### config.mk
export PLATFORM = sky130hd
export DESIGN_NAME = map_arbiter
export DESIGN_NICKNAME = d
export VERILOG_FILES = /design/src/rtl/map_arbiter.sv
export SDC_FILE = /design/constraint.sdc
export NUM_CORES = 1
export LEC_CHECK = 0
export ABC_AREA = 1
export BUFFER_PORTS_ARGS = -buffer_cell sky130_fd_sc_hd__buf_2
export CORE_MARGIN = 1.5
export CORE_UTILIZATION = 25
export DETAILED_ROUTE_END_ITERATION = 8
export GPL_ROUTABILITY_DRIVEN = 0
export GPL_TIMING_DRIVEN = 0
export HOLD_SLACK_MARGIN = 0.15
export SYNTH_ARGS = -nofsm -noshare
export SYNTH_HDL_FRONTEND = slang
export SYNTH_SLANG_ARGS = --single-unit
### constraint.sdc
create_clock -name i_clk -period 1.8 [get_ports i_clk]
set_input_delay 0.18 -clock i_clk [delete_from_list [all_inputs] [get_ports i_clk]]
set_output_delay 0.18 -clock i_clk [all_outputs]
set_load 0.05 [all_outputs]
### src/rtl/map_arbiter.sv
// Round-robin arbiter that serialises tile reads/writes from NUM_REQ clients
// onto the single-port collision map RAM; one transaction every 3 cycles.
//
// state   | meaning
// IDLE    | pick next eligible client, latch its request, load RAM pins
// ISSUE   | RAM pins asserted for the latched tile (suppressed if off-map)
// CAPTURE | fold RAM read data into o_rdata, pulse o_ack next cycle
module map_arbiter #(
  parameter int NUM_REQ  = 4,
  parameter int MAP_COLS = 50,
  parameter int MAP_ROWS = 32
) (
  input  logic                   i_clk,
  input  logic                   i_rst_n,
  input  logic [NUM_REQ-1:0]     i_req,
  input  logic [NUM_REQ-1:0]     i_write,
  input  logic [NUM_REQ-1:0]     i_wdata,
  input  logic [6*NUM_REQ-1:0]   i_tile_x,
  input  logic [5*NUM_REQ-1:0]   i_tile_y,
  output logic [NUM_REQ-1:0]     o_ack,
  output logic                   o_rdata,
  output logic                   o_busy,
  output logic                   o_ram_en,
  output logic                   o_ram_write,
  output logic                   o_ram_wdata,
  output logic [5:0]             o_ram_tile_x,
  output logic [4:0]             o_ram_tile_y,
  input  logic                   i_ram_tile_value
);

  localparam int PW = (NUM_REQ > 1) ? $clog2(NUM_REQ) : 1;
  localparam logic [PW-1:0] LAST = PW'(NUM_REQ - 1);

  typedef enum logic [1:0] {IDLE, ISSUE, CAPTURE} state_t;

  state_t               state_q;
  logic [PW-1:0]        ptr_q;
  logic [PW-1:0]        gnt_q;
  logic                 wr_q;
  logic                 oor_q;
  logic [NUM_REQ-1:0]   ack_q;
  logic                 rdata_q;
  logic                 ram_en_q;
  logic                 ram_wr_q;
  logic                 ram_wd_q;
  logic [5:0]           ram_x_q;
  logic [4:0]           ram_y_q;

  logic [5:0]           col [NUM_REQ];
  logic [4:0]           row [NUM_REQ];
  logic [NUM_REQ-1:0]   eligible;
  logic [PW-1:0]        cand;
  logic [PW-1:0]        win;
  logic                 found;
  logic [5:0]           win_x;
  logic [4:0]           win_y;
  logic                 win_wr;
  logic                 win_wd;
  logic                 win_oor;

  for (genvar g = 0; g < NUM_REQ; g++) begin : g_unpack
    assign col[g] = i_tile_x[6*g +: 6];
    assign row[g] = i_tile_y[5*g +: 5];
  end

  // A client whose ack is visible this cycle is masked so it cannot be re-granted early.
  always_comb begin
    eligible = i_req & ~ack_q;
    found    = 1'b0;
    win      = '0;
    cand     = '0;
    for (int i = 0; i < NUM_REQ; i++) begin
      cand = PW'((int'(ptr_q) + i) % NUM_REQ);
      if (!found && eligible[cand]) begin
        found = 1'b1;
        win   = cand;
      end
    end
  end

  assign win_x   = col[win];
  assign win_y   = row[win];
  assign win_wr  = i_write[win];
  assign win_wd  = i_wdata[win];
  assign win_oor = (32'(win_x) >= MAP_COLS) || (32'(win_y) >= MAP_ROWS);

  always_ff @(posedge i_clk or negedge i_rst_n) begin
    if (!i_rst_n) begin
      state_q  <= IDLE;
      ptr_q    <= '0;
      gnt_q    <= '0;
      wr_q     <= 1'b0;
      oor_q    <= 1'b0;
      ack_q    <= '0;
      rdata_q  <= 1'b0;
      ram_en_q <= 1'b0;
      ram_wr_q <= 1'b0;
      ram_wd_q <= 1'b0;
      ram_x_q  <= '0;
      ram_y_q  <= '0;
    end else begin
      ack_q <= '0;
      case (state_q)
        IDLE: begin
          if (found) begin
            gnt_q    <= win;
            wr_q     <= win_wr;
            oor_q    <= win_oor;
            ram_x_q  <= win_x;
            ram_y_q  <= win_y;
            ram_en_q <= ~win_oor;
            ram_wr_q <= win_wr & ~win_oor;
            ram_wd_q <= win_wd & ~win_oor;
            state_q  <= ISSUE;
          end
        end
        ISSUE: begin
          ram_en_q <= 1'b0;
          ram_wr_q <= 1'b0;
          ram_wd_q <= 1'b0;
          state_q  <= CAPTURE;
        end
        CAPTURE: begin
          // Off-map reads see a wall; writes never return data.
          ack_q   <= NUM_REQ'(1) << gnt_q;
          rdata_q <= wr_q ? 1'b0 : (oor_q ? 1'b1 : i_ram_tile_value);
          ptr_q   <= (gnt_q == LAST) ? '0 : gnt_q + 1'b1;
          state_q <= IDLE;
        end
        default: state_q <= IDLE;
      endcase
    end
  end

  assign o_ack        = ack_q;
  assign o_rdata      = rdata_q;
  assign o_busy       = (state_q != IDLE);
  assign o_ram_en     = ram_en_q;
  assign o_ram_write  = ram_wr_q;
  assign o_ram_wdata  = ram_wd_q;
  assign o_ram_tile_x = ram_x_q;
  assign o_ram_tile_y = ram_y_q;

endmodule

# After elaboration in Yosys (flattened, before gate mapping)
# Index checks and enable logic that the tools add are counted.
op_classes:
  n_addsub: 4
  order_cmp: 7
  eq_ne: 4
  shift: 1
  mux: 38
  n_bitwise: 6
  reduce_logical: 11
ops:
  columns: ["operator", "count"]
  rows:
  - ["$lt A2 B3 Y1 const B", 5]
  - ["$mux W1", 15]
  - ["$bmux W1 S2", 6]
  - ["$bmux W6 S2", 1]
  - ["$mux W2", 6]
  - ["$mux W6", 2]
  - ["$bmux W5 S2", 1]
  - ["$mux W5", 2]
  - ["$ge A6 B6 Y1 const B", 1]
  - ["$pmux W1 S2", 3]
  - ["$add A2 B1 Y2 const B", 2]
  - ["$add A2 B2 Y2 const B", 2]
  - ["$and A4 B4 Y4", 1]
  - ["$eq A2 B2 Y1 const B", 2]
  - ["$mux W4", 1]
  - ["$not A4 Y4", 1]
  - ["$pmux W2 S2", 1]
  - ["$reduce_and A2 Y1", 2]
  - ["$reduce_bool A2 Y1", 2]
  - ["$shl A1 B2 Y4 const A", 1]
  - ["$ge A3 B3 Y1 const B", 1]
  - ["$logic_and A1 B1 Y1", 3]
  - ["$logic_not A1 Y1", 3]
  - ["$not A2 Y3", 1]
  - ["5 further kinds", 6]
totals:
  register_bits: 27
  inputBits: 59
  out_inout_bits: 20
  elab_cells: 83

# Longest topological paths before layout
# Gate-level depths: netlist (run 1).
logic_depth:
  depth_word: 23
  mapped_depth: 19
  ltp_nobuf: 17

# Worst setup path after synthesis (run 1)
# Ideal clock, no wire load.
synth_path:
  path_kind: "register to register"
  start: "register ack_q[2], in the netlist o_ack[2]"
  end: "register ram_en_q, in the netlist o_ram_en"
  setup_time_ns: 0.113
  arrival_ns: 2.031
  t_required_ns: 1.687
  path_slack_ns: -0.344
  path_stages_with_launch: 18
  n_path_buf: 2
  period_less_slack_ns: 2.144
  path_cell_list: "dfrtp_1 inv_1 nand3_1 nand2_1 nand2_1 nand2_1 nand2_4 nand3_2 nand3_2 buf_6 buf_6 nand2_1 nand3_1 nand2_1 nand3_2 nand3_1 nand2_1 inv_1"
synth_via:
  elab_chain_len: 22
  elab_cells_between_ends: 34
  classes_between: "order compare (1); eq/ne (1); mux (21); bitwise (4); reduce/logical (7)"
synth_rtl:
  columns: ["element", "line", "source"]
  rows:
  - ["start: declaration", "41", "logic [NUM_REQ-1:0] ack_q;"]
  - ["start signal: assignment", "125", "ack_q <= NUM_REQ'(1) << gnt_q;"]
  - ["$not A4 Y4 (*)", "68", "eligible = i_req & ~ack_q;"]
  - ["$and A4 B4 Y4 (*)", "68", null]
  - ["$bmux W1 S2", "74", "if (!found && eligible[cand]) begin"]
  - ["$mux W1 (implied by the code)", "74", null]
  - ["$mux W1", "74", null]
  - ["$logic_not A1 Y1", "74", null]
  - ["$logic_and A1 B1 Y1", "74", null]
  - ["$mux W1", "74", null]
  - ["(+5 left out)", null, null]
  - ["$mux W2", "74", null]
  - ["$not A2 Y3 (implied by the code)", "81", "assign win_x = col[win];"]
  - ["$bmux W6 S2", "81", null]
  - ["$mux W6 (implied by the code) (2 in series)", "81", null]
  - ["$ge A6 B6 Y1", "85", "assign win_oor = (32'(win_x) >= MAP_COLS) || (32'(win_y) >= MAP_ROWS);"]
  - ["$not A1 Y1", "111", "ram_en_q <= ~win_oor;"]
  - ["$mux W1", "105", "if (found) begin"]
  - ["$pmux W1 S2", "103", "case (state_q)"]
  - ["end signal: assignment", "111", null]
  - ["end: declaration", "43", "logic ram_en_q;"]
# Every way passes the cells marked *; elsewhere a longest branch is shown, timed or not. The select of a mux whose other input is x is not followed.
# A chain may end at the register's enable or synchronous reset.

# Worst setup path after layout (run 1)
layout_path:
  start: "register ptr_q[0]"
  end: "register ram_en_q, in the netlist o_ram_en"
layout_via:
  elab_chain_len: 20
  elab_cells_between_ends: 35
  classes_between: "add/sub (3); order compare (1); eq/ne (1); mux (21); bitwise (2); reduce/logical (7)"
layout_rtl:
  columns: ["element", "line", "source"]
  rows:
  - ["start: declaration", "37", "logic [PW-1:0] ptr_q;"]
  - ["start signal: assignment", "127", "ptr_q <= (gnt_q == LAST) ? '0 : gnt_q + 1'b1;"]
  - ["parallel branches: the longest is 20 deep, another holds $add A2 B1 Y2", null, null]
# Parallel ways; which one is timed is not known. The select of a mux whose other input is x is not followed.

==> summary.md, run 1 <==
| Metric | Value |
|---|---|
| Largest net degree at the start of global routing | 28 |
| Asr flop ratio synth | 100.0% |
| R2R Path Start | ptr_q[0] |
| Least-Margin Pin Slew | 0.6244 ns |
| CP Capture Type | flop |
| Max Slew Vio Count | 0 |
| Violated checks | setup timing |
| Worst slack, placed | -0.4226 ns |
| DP Wirelength | 4085 microns |
| GRT Resource Usage Total | 14.78% |
| Critical hold path startpoint | i_tile_y[12] |
| Register area share after synthesis | 37.09% |
| Final core utilization | 40.02% |
| Post-Synth Simple-Gate Area | 37.91% |
| Terminating pin of the worst hold path | o_ram_tile_y[2] |
| Yosys top cell area share | 37.09% |
| Largest family of logic cells by synthesized area | simple AND/OR/NAND/NOR gates |
| Count leader, synth | nand2_1 |
| Die Width | 88.37 microns |
| Initial core utilization | 26.38% |
| Critical Path Fanout Max | 8 |
| Worst R2R End | o_ram_en |
| Min Tclk post-route | 2.089 ns |
| Clk slew on worst S/H paths | 0.09 ns |
| Mean post-synth cell area | 7.034 sq um |
| Multiplexer share of the synthesized area | 0% |
| CP required | 1.98 ns |
| Sink Count | 27 |
| Largest area contributor in the netlist | dfrtp_1 |
| Layout cells sized above 1 | 47.09% |
| H-tree Lvls | 1 |
| XOR/XNOR Fraction of Synth Area | 0% |
| GRT overflow | 0 |
| Drt drc | 0 |
| WS Path Type | flop to flop |
| Port Buffer Count | 78 |
| Layout area overhead | 51.72% |
| Worst reg-to-reg setup slack | -0.29 ns |
| CP Launch Type | flop |
| Skew-Pair Late Insertion Delay | 0.27 ns |
| DR WL/cell | 12.11 microns |
| Adder-cell share of the synthesized area | 2.747% |
| Final #Nets | 425 |
| Compound-cell area share of the yosys netlist | 12.16% |
| Total number of vias | 2060 |
| Post-route ant nets | 0 |
| Row Count | 30 |
| Starting DRC count in detailed routing | 125 |
| Via/cell ratio | 4.508 |
| Number of antenna diodes | 0 |
| Ys Warns | 0 |
| Final clock skew | 0.004753 ns |
| Setup Viol. Count Final | 18 |
| Ys flop type | dfrtp_1 |
| Synthesized cell area | 1822 sq um |
| Core ar. | 6907 sq um |
| Number of I/O pins | 79 |
| Vias in the first global route | 1931 |
| Most frequent cells after synthesis | 64 x nand2_1, 32 x nor2_1, 28 x o21ai_0 |
| Period utilisation layout | 116.0% |
| Syn Inst Count | 259 |
| Drt pass-1 iters | 4 |
| Post-synth EDFFs | 0 |
| Top post-synthesis cells by area | dfrtp_1 37%, nand2_1 13%, o21ai_0 7.7% |
| Area of the die | 7808 sq um |
| HP Class | primary input to flop |
| CTS tree | built |
| Max-cap violations | 0 |
| Max Fclk | 478.7 MHz |
| Slew HR | 58.37% |
| Status | finished, violations left |
| Hold path cells | 3 |
| Clock Tree Buf Depth | 2 |
| Post-synthesis cell type count | 24 |
| Num CTS Buffers | 3 |
| Final hold violations | 0 |
| First-pass GRT wire length | 8942 microns |
| Routed WL | 5532 microns |
| Slack of the critical path | -0.2888 ns |
| Initial antenna violation count | 0 |
| Unrepaired setup endpoints after global routing | true |
| Worst path arrival time | 2.27 ns |
| Flops & latches, synth | 27 |
| Syn_nets | 322 |
| Die height | 88.37 microns |
| Hold slack final | 0.1999 ns |
| Root Driver | clkbuf_8 |
| Worst-case reg-to-reg path depth | 16 |
[cell type report]
cell class / count / area [sq um]
Fill cell: 755 / 4143
Multi-Input combinational cell: 193 / 1139
Sequential cell: 27 / 681.9
Timing Repair Buffer: 98 / 554.3
Inverter: 29 / 126.4
Tap cell: 96 / 120.1
Buffer: 10 / 97.59
Clock buffer: 4 / 45.04
[worst max-delay path by stage]
stage | startpoint | slack (ns) | cells past startpoint | end
after global routing | ptr_q[0] | -0.43 | 16 | o_ram_en
after CTS | ptr_q[0] | -0.26 | 17 | o_ram_en
final | ptr_q[0] | -0.29 | 16 | o_ram_en
after global placement | ptr_q[0] | -0.37 | 13 | o_ram_wdata
after floorplan | o_ack[2] | -0.15 | 16 | wr_q
after detailed placement | ptr_q[0] | -0.42 | 13 | o_ram_tile_x[0]
[critical path, cell delays in order (launching register included)]
cell and delay (ns):
dfrtp_1 0.38, buf_6 0.15, buf_6 0.12, nand3_4 0.09
nand3_4 0.08, nand2_4 0.11, nand4_1 0.21, nand3_4 0.16
buf_6 0.13, buf_6 0.12, nand2_2 0.05, nand3_2 0.07
nand2_2 0.06, nand3_2 0.08, nand3_2 0.09, nand2_1 0.06
inv_1 0.03
[metal layers]
layer / share of wire (%) / vias to the layer above / global-route usage [%]
li1: - / 1056 / -
met1: 44 / 935 / 18.81
met5: 0 / - / 0
met3: 6.2 / 6 / 3.918
met2: 49 / 63 / 25.19
met4: 1.1 / 0 / 3.267
[cell families (layout without fill, tap and decap cells)]
kind of cell	count (synthesis)	count (layout)
buffers and inverters	39	141
adders and majority gates	4	4
AOI/OAI and AO/OA	41	41
DFF	27	27
and+or+nand+nor	148	148
[flip-flops by register name, summed over array words and instances (netlist names)]
name          count
o_ram_wdata       1
o_ram_en          1
o_ack             4
gnt_q             2
o_rdata           1
oor_q             1
state_q           2
o_ram_write       1
o_ram_tile_y      5
o_ram_tile_x      6
ptr_q             2
wr_q              1
[cell usage in the layout, fill, tap and decap left out, drive strengths merged]
master	instances
dlygate4sd3	1
clkbuf	5
nor2	33
a21oi	2
nand3	32
a31oi	6
o21bai	1
dfrtp	27
ha	4
o211ai	1
inv	27
o21ai	31
clkinv	2
nand4	13
buf	106
nand2	70
[repair_timing]
action / in CTS / in global routing
gates cloned: 2 / 0
buffers inserted: 13 / 4
hold buffers: 1 / 0
resized for setup: 35 / 18
endpoints found under the setup margin: 19 / 19
hold endpoints to repair: 27 / 0
pin swaps: 13 / 16
[per-stage QoR]
stage	TNS (ns)	instance area, sq um	instances
detailed placement	-6.187	2405	433
finish	-3.887	2764	457
floorplan	-1.613	1894	259
global route	-6.645	2764	457
CTS	-3.787	2678	453
global placement	-5.635	2405	433
Power of run 1 is not shown: default switching activity piles up to over one toggle a cycle in this logic, so the estimate is an artifact.
==> inputs of run 2 (changes only) <==
--- a/config.mk
+++ b/config.mk
@@ -13,6 +13,7 @@
 export GPL_ROUTABILITY_DRIVEN = 0
 export GPL_TIMING_DRIVEN = 0
 export HOLD_SLACK_MARGIN = 0.15
+export PLACE_DENSITY = 0.59
 export SYNTH_ARGS = -nofsm -noshare
 export SYNTH_HDL_FRONTEND = slang
 export SYNTH_SLANG_ARGS = --single-unit
==> summary.md, run 2 (synthesis results as in run 1) <==
| Metric | Value |
|---|---|
| Final clock skew | 0.002359 ns |
| DP Wirelength | 4061 microns |
| Sink Count | 27 |
| Vias in the first global route | 1919 |
| GRT Resource Usage Total | 14.08% |
| Root Driver | clkbuf_8 |
| Num CTS Buffers | 3 |
| Unrepaired setup endpoints after global routing | true |
| WP buf/inv | 4 |
| Drt pass-1 iters | 4 |
| H-tree Lvls | 1 |
| Max Fclk | 473.4 MHz |
| Most used cell, CP | buf_6 |
| Status | finished, violations left |
| HP Class | primary input to flop |
| GR Util met1 | 17.90% |
| Min Tclk post-route | 2.112 ns |
| Post-route ant nets | 0 |
| Row Count | 30 |
| Starting DRC count in detailed routing | 68 |
| Layout area overhead | 49.11% |
| Final #Nets | 425 |
| Max-cap violations | 0 |
| DR WL/cell | 11.89 microns |
| Critical Path Fanout Max | 8 |
| Max reg flops | 6 |
| CP max-delay cell | dfrtp_1 |
| Layout cells sized above 1 | 45.15% |
| Largest net degree at the start of global routing | 28 |
| Period utilisation layout | 117.4% |
| CTS tree | built |
| Drt drc | 0 |
| CP Launch Type | flop |
| Die height | 88.37 microns |
| Clock Tree Buf Depth | 2 |
| Area of the die | 7808 sq um |
| Initial antenna violation count | 0 |
| Busiest grt layer | met2 |
| Leading cell type in the layout, fill and taps excluded | buf_2 |
| Met2 usage | 24.43% |
| Max Slew Vio Count | 0 |
| Routed WL | 5435 microns |
| Worst slack, placed | -0.3981 ns |
| CP Capture Type | flop |
| Skew-Pair Late Insertion Delay | 0.27 ns |
| Port Buffer Count | 78 |
| Die Width | 88.37 microns |
| Most frequent cells in the layout | 81 x buf_2, 53 x nand2_1, 30 x nor2_1 |
| Worst path arrival time | 2.30 ns |
| Least-Margin Pin Slew | 0.6040 ns |
| CP required | 1.99 ns |
| First-pass GRT wire length | 8673 microns |
| Violated checks | setup timing |
| Number of antenna diodes | 0 |
| GRT overflow | 0 |
| Final hold violations | 0 |
| Via/cell ratio | 4.527 |
| Initial core utilization | 26.38% |
| Number of I/O pins | 79 |
| Placed cell area | 2405 sq um |
| CP Cell Sequence | buf_6 > clkinv_8 > nand3_2 > nand3_1 > nand2_2 > nand4_1 > nand3_4 > buf_6 > buf_6 > nor2_2 > nor2_1 > o21ai_1 > a21oi_2 > o21bai_1 |
| Slew HR | 59.74% |
| Met3 GRT Util | 3.825% |
| WS Path Type | flop to flop |
| Total number of vias | 2069 |
| Slack of the critical path | -0.3125 ns |
| Final core utilization | 39.33% |
| Core ar. | 6907 sq um |
| Crit-path leading delay family | simple AND/OR/NAND/NOR gates |
| Fin area | 2716 sq um |
| Clk slew on worst S/H paths | 0.08 ns |
| Slowest stage delay, CP | 0.35 ns |
| Setup Viol. Count Final | 18 |
[run 2: what timing repair did]
item / 4_1_cts / 5_1_grt
gates resized for setup: 17 / 16
pin swaps: 7 / 10
endpoints found under the setup margin: 19 / 19
hold buffers: 1 / 0
setup buffers: 8 / 9
gates cloned: 2 / 0
hold endpoints to repair: 27 / 0
[run 2: per-layer routing]
layer | up-vias | wire [microns] | share of wire, %
met1 | 927 | 2365 | 44
li1 | 1064 | - | -
met4 | 0 | 58 | 1.1
met5 | - | 0 | 0
met3 | 8 | 369 | 6.8
met2 | 70 | 2642 | 49
[run 2: cell type report]
type                       count  area [sq um]
multi-input combinational    193          1120
inverter                      29         126.4
timing repair buffer          98         538.0
buffer                        10         85.08
fill                         782          4190
clock buffer                   4         45.04
tap                           96         120.1
sequential                    27         681.9
[run 2: worst paths after layout]
path                            slack (ns)        start               to  depth (start not counted)
max in group asynchronous             0.92      i_rst_n         o_ack[3]                          2
worst min register to register        0.46   state_q[1]       state_q[1]                          1
min in group asynchronous             0.44      i_rst_n  o_ram_tile_y[4]                          2
worst min-delay path                  0.22  i_tile_y[8]  o_ram_tile_y[3]                          3
worst max register to register       -0.31     ptr_q[0]             wr_q                         14
worst max-delay path                 -0.31     ptr_q[0]             wr_q                         14
[run 2: worst min-delay path, cell delays in order]
cell     delay (ns)
buf_2          0.07
o21ai_0        0.07
a31oi_1        0.12
[run 2: through the flow]
stage / setup TNS, ns / std cells / hold WS (ns)
after floorplan: -1.613 / 259 / -0.1156
after global placement: -5.501 / 433 / 0.2167
after detailed placement: -5.986 / 433 / 0.2252
after CTS: -3.649 / 448 / 0.2134
after global routing: -7.234 / 457 / 0.2244
final: -4.427 / 457 / 0.2177
Power of run 2 is left out for the same reason.
